File: config.mk
export PLATFORM = sky130hd
export DESIGN_NAME = shift_arbiter
export DESIGN_NICKNAME = d
export VERILOG_FILES = /design/src/rtl/shift_arbiter.sv
export SDC_FILE = /design/constraint.sdc
export NUM_CORES = 1
export LEC_CHECK = 0
export ABC_AREA = 0
export CAP_MARGIN = 20
export CORE_ASPECT_RATIO = 0.5
export CORE_MARGIN = 2
export CORE_UTILIZATION = 65
export DETAILED_ROUTE_END_ITERATION = 10
export DONT_BUFFER_PORTS = 1
export GPL_TIMING_DRIVEN = 0
export PLACE_DENSITY = 0.81
export REMOVE_ABC_BUFFERS = 1
export SLEW_MARGIN = 20
export SYNTH_ARGS = -nofsm -noshare
export SYNTH_HDL_FRONTEND = slang
export SYNTH_SLANG_ARGS = --single-unit
export TNS_END_PERCENT = 5
File: constraint.sdc
create_clock -name clk -period 6.1 [get_ports clk]
set_clock_uncertainty 0.15 [all_clocks]
set_input_delay 1.22 -clock clk [delete_from_list [all_inputs] [get_ports clk]]
set_output_delay 1.22 -clock clk [all_outputs]
set_load 0.01 [all_outputs]
File: src/rtl/shift_arbiter.sv
// Round-robin arbiter sharing one 24-bit mantissa right shifter among N_REQ requesters.
// The result, sticky bit and requester ID are held in a single-entry response buffer.
module shift_arbiter #(
  parameter int N_REQ = 4,
  parameter int ID_W  = 2
) (
  input  logic                  clk,
  input  logic                  rst,
  input  logic [N_REQ-1:0]      req_valid,
  input  logic [N_REQ*24-1:0]   req_mant,
  input  logic [N_REQ*8-1:0]    req_amt,
  output logic [N_REQ-1:0]      req_ready,
  output logic [23:0]           shf_a,
  output logic [7:0]            shf_amt,
  input  logic [23:0]           shf_out,
  output logic                  rsp_valid,
  input  logic                  rsp_ready,
  output logic [23:0]           rsp_data,
  output logic [ID_W-1:0]       rsp_id,
  output logic                  rsp_sticky
);

  // Handshake: a transfer happens on a rising edge where valid and ready are both high;
  // ready may depend on valid, valid never depends on ready, and payload is held until taken.
  typedef enum logic {EMPTY = 1'b0, FULL = 1'b1} state_t;

  state_t          state_q, state_d;
  logic [23:0]     data_q, data_d;
  logic [ID_W-1:0] id_q, id_d;
  logic            sticky_q, sticky_d;
  logic [ID_W-1:0] rr_ptr_q, rr_ptr_d;

  logic            can_accept;
  logic            grant_vld;
  logic            accept;
  logic [ID_W-1:0] grant_idx;
  logic [N_REQ-1:0] grant;
  logic [23:0]     sel_mant;
  logic [7:0]      sel_amt;
  logic [23:0]     mask;
  logic            sticky;

  assign can_accept = (state_q == EMPTY) || rsp_ready;

  // First valid requester at or after rr_ptr wins, wrapping mod N_REQ.
  always_comb begin
    grant_vld = 1'b0;
    grant_idx = '0;
    for (int k = 0; k < N_REQ; k++) begin
      if (!grant_vld && req_valid[(int'(rr_ptr_q) + k) % N_REQ]) begin
        grant_vld = 1'b1;
        grant_idx = ID_W'((int'(rr_ptr_q) + k) % N_REQ);
      end
    end
  end

  always_comb begin
    grant = '0;
    if (grant_vld) grant[grant_idx] = 1'b1;
  end

  assign accept    = grant_vld && can_accept;
  assign req_ready = can_accept ? grant : '0;

  assign sel_mant = grant_vld ? req_mant[24*int'(grant_idx) +: 24] : 24'd0;
  assign sel_amt  = grant_vld ? req_amt[8*int'(grant_idx) +: 8] : 8'd0;
  assign shf_a    = sel_mant;
  assign shf_amt  = sel_amt;

  // Any bit below the shift amount falls off the end; amounts of 24+ lose everything.
  assign mask   = (sel_amt >= 8'd24) ? 24'hFFFFFF : ((24'd1 << sel_amt[4:0]) - 24'd1);
  assign sticky = |(sel_mant & mask);

  always_comb begin
    state_d  = state_q;
    data_d   = data_q;
    id_d     = id_q;
    sticky_d = sticky_q;
    rr_ptr_d = rr_ptr_q;
    if (accept) begin
      state_d  = FULL;
      data_d   = shf_out;
      id_d     = grant_idx;
      sticky_d = sticky;
      rr_ptr_d = (grant_idx == ID_W'(N_REQ - 1)) ? '0 : grant_idx + ID_W'(1);
    end else if (rsp_ready) begin
      state_d = EMPTY;
    end
  end

  always_ff @(posedge clk) begin
    if (rst) begin
      state_q  <= EMPTY;
      data_q   <= '0;
      id_q     <= '0;
      sticky_q <= 1'b0;
      rr_ptr_q <= '0;
    end else begin
      state_q  <= state_d;
      data_q   <= data_d;
      id_q     <= id_d;
      sticky_q <= sticky_d;
      rr_ptr_q <= rr_ptr_d;
    end
  end

  assign rsp_valid  = (state_q == FULL);
  assign rsp_data   = data_q;
  assign rsp_id     = id_q;
  assign rsp_sticky = sticky_q;

endmodule

==> results.md <==
* Met1 usage at 49.6%
* Synthesized cell area at 3410 um^2
* Reg2reg end: rsp_sticky
* Final hold viol count at 0
* Worst Hold Class: flip-flop to flip-flop
* Hold Path Depth at 2
* Critical Path Start: req_valid[1]
* Die Wd at 106 um
* Site row count at 18
* Num CTS Buffers at 5
* Warning count from the yosys run at 0
* Iteration-0 DRC Markers at 440
* Global-route wire length before repair at 18000 um
* Worst EP arrival at 4340 ps
* Syn_area_per_cell at 6.36 um^2
* Initial antenna violation count at 0
* Area grow syn2layout at 2.79%
* Routed Antenna Nets at 0
* Hold Buf Count CTS at 0
* Hold path start: rsp_data[11]
* Required @ worst endpoint at 4730 ps
* Die height at 55.2 um
* Clock tree sinks at 30
* RSZ-0062 raised after global routing: false
* Power Density at 287 nW/um^2
* Worst setup SP type: primary input
* R2R setup slack at 1260 ps
* Grt ovf at 0
* Max Freq at 175 MHz
* Top_reg_cell synth: dfxtp_1
* Final WS setup at 388 ps
* DRC at 0
* Routed via count at 4139
* GRT met3 Usage at 10.3%
* Register bit total from synthesis at 30
* Layout cell share with drive strength beyond 1 at 8.97%
* Fin. max-slew vios at 0
* Die area at 5880 um^2
* DR vias/cell at 7.10
* Final min period at 5710 ps
* Hpwl dp at 8600 um
* PortBufs at 0
* Buffers from clock root to sink, at most at 2
* Worst Tran Pin Value at 1080 ps
* CTS root buf: clkbuf_8
* Reg2reg path depth at 16
* Largest net degree at the start of global routing at 38
* Worst setup EP type: output pin
* Peak VDD IR at 0.000264 V
* GR Util All Layers at 36.8%
* Vias in the first global route at 3647
* Rel. slew slack at 28.0%
* ANT cells at 0
* CTS HTree Levels at 2
* RR Startpoint: rr_ptr_q[1]
* Worst-path fanout max at 38
* Lkg Pwr at 1.45 nW
* CTS clk-pin slew, worst paths at 60 ps
* Status: finished clean
* CTS tree: yes
* Asr flop ratio synth at 0%
* Core region area at 5000 um^2
* EDFF count, synth at 0
* Gpl congestion at 1.04
* Starting Density at 68.2%
* Gr busiest metal: met2
* Hold Path End: rsp_data[11]
* Synth Instances at 536
* Fill cells at 475
* Final WL at 11500 um
* Distinct cells, synth at 63
* Met2 Use GR at 58.8%
* Setup WS pre-CTS at -236 ps
* WL per Instance at 19.7 um
* Clk_lat worst skew at 270 ps
* Max-cap viol count at 0
* I/O pins at 223
* Sequential-to-total area share from yosys stat at 17.6%
* Final setup fails at 0
* CP Class: primary input to output pin
* Period utilisation layout at 93.6%
* Post-CTS setup buffers at 0
* Nets at 676
* Router iterations before antenna repair at 6
* Tot Pwr at 1.01 mW
-- placed cells by master (no fill, tap or decap), types with 3 or more instances in the layout --
| cell | count |
|---|---|
| nand2_1 | 133 |
| nand3_1 | 55 |
| a21oi_1 | 40 |
| o21ai_0 | 32 |
| dfxtp_1 | 30 |
| nor2_1 | 29 |
| and3_1 | 28 |
| a211oi_1 | 13 |
| a31oi_1 | 9 |
| mux2i_1 | 8 |
| inv_1 | 7 |
| and2_1 | 7 |
| nand4_1 | 7 |
| a311oi_1 | 7 |
| a31o_2 | 6 |
| clkbuf_8 | 6 |
| nand3_2 | 5 |
| ha_1 | 5 |
| nand2b_1 | 4 |
| nand2_2 | 4 |
| a22oi_1 | 4 |
| o211ai_1 | 4 |
| o21ai_1 | 3 |
| o22ai_1 | 3 |
| a211o_1 | 3 |
| a221oi_2 | 3 |
| a222oi_1 | 3 |
| nor4_1 | 3 |
-- cell usage after synthesis (6+ instances only) --
| master | number | area, um^2 |
|---|---|---|
| a21oi_1 | 40 | 200 |
| nand2_1 | 134 | 503 |
| and2_1 | 7 | 43.8 |
| a31o_2 | 6 | 52.6 |
| o21ai_0 | 32 | 160 |
| nand3_1 | 55 | 275 |
| dfxtp_1 | 30 | 601 |
| and3_1 | 28 | 175 |
| mux2i_1 | 8 | 80.1 |
| inv_1 | 7 | 26.3 |
| nand4_1 | 7 | 43.8 |
| clkbuf_1 | 28 | 105 |
| buf_2 | 6 | 30.0 |
| a31oi_1 | 9 | 56.3 |
| nor2_1 | 29 | 109 |
| a311oi_1 | 7 | 61.3 |
| a211oi_1 | 13 | 97.6 |
-- sequential cells by signal, indices dropped and copies added (netlist names) --
register and count:
rsp_valid 1, rsp_sticky 1, rr_ptr_q 2, rsp_data 24, rsp_id 2
-- area by class of cell --
| cell class | instances | area (um^2) | area share [%] |
|---|---|---|---|
| timing repair inverter | 1 | 5.00 | 0.143 |
| clock buffer | 7 | 86.3 | 2.46 |
| inverter | 9 | 40.0 | 1.14 |
| timing repair buffer | 5 | 43.8 | 1.25 |
| multi-input combinational | 460 | 2640 | 75.2 |
| tap | 70 | 87.6 | 2.50 |
| sequential | 30 | 601 | 17.1 |
| clock inverter | 1 | 5.00 | 0.143 |
-- critical path: stages --
cell and delay [ps]:
nand2b_1 170, o211ai_4 710, nand2_2 670, clkinvlp_4 500
nand2_1 80, and3_1 170, a311oi_1 810
-- worst max-delay path by stage --
stage | end | slack, ps | depth (start not counted)
after detailed placement | shf_a[2] | -240 | 7
final | shf_a[2] | 390 | 7
after floorplan | rsp_sticky | 470 | 9
after global placement | rsp_sticky | -1160 | 9
after CTS | shf_a[2] | 200 | 7
after global routing | shf_a[2] | 160 | 7
-- power breakdown --
part / switching, mW / internal [mW] / leakage (nW)
sequential: 0.0180 / 0.211 / 0.249
clock: 0.0687 / 0.0908 / 0.0482
combinational: 0.420 / 0.198 / 1.15
total: 0.507 / 0.500 / 1.45
-- routing by layer --
metal,up-vias,wire length [um]
met4,0,180
met2,283,5250
met1,1920,4620
met3,22,1450
met5,-,0
li1,1914,-
-- per-stage QoR --
stage          hold slack, ps  TNS (ps)  instances  cell area [um^2]  util [%]
2_1_floorplan             324         0        499              3250         -
6_report                  347         0        583              3510      70.1
3_5_place_dp              341      -459        574              3400      68.1
4_1_cts                   347         0        582              3500      69.9
3_3_place_gp              335    -14970        569              3340      66.7
5_1_grt                   369         0        583              3510      70.1
-- cells by family (layout without fill, tap and decap cells) --
kind of cell	after synthesis	count (layout)	share of synthesized area [%]
AND/OR/NAND/NOR	288	288	40.0
AO/OA/AOI/OAI	157	157	31.8
buffers and inverters	46	23	5.80
flip-flops	30	30	17.6
multiplexers	9	9	2.68
adder cells (fa/ha/maj)	5	5	1.83
XOR/XNOR	1	1	0.257
-- what timing repair did --
action,in CTS,in global routing
cloned,0,1
gates resized for setup,1,1
endpoints found under the setup margin,3,2
(Power assumes the default switching activity.)
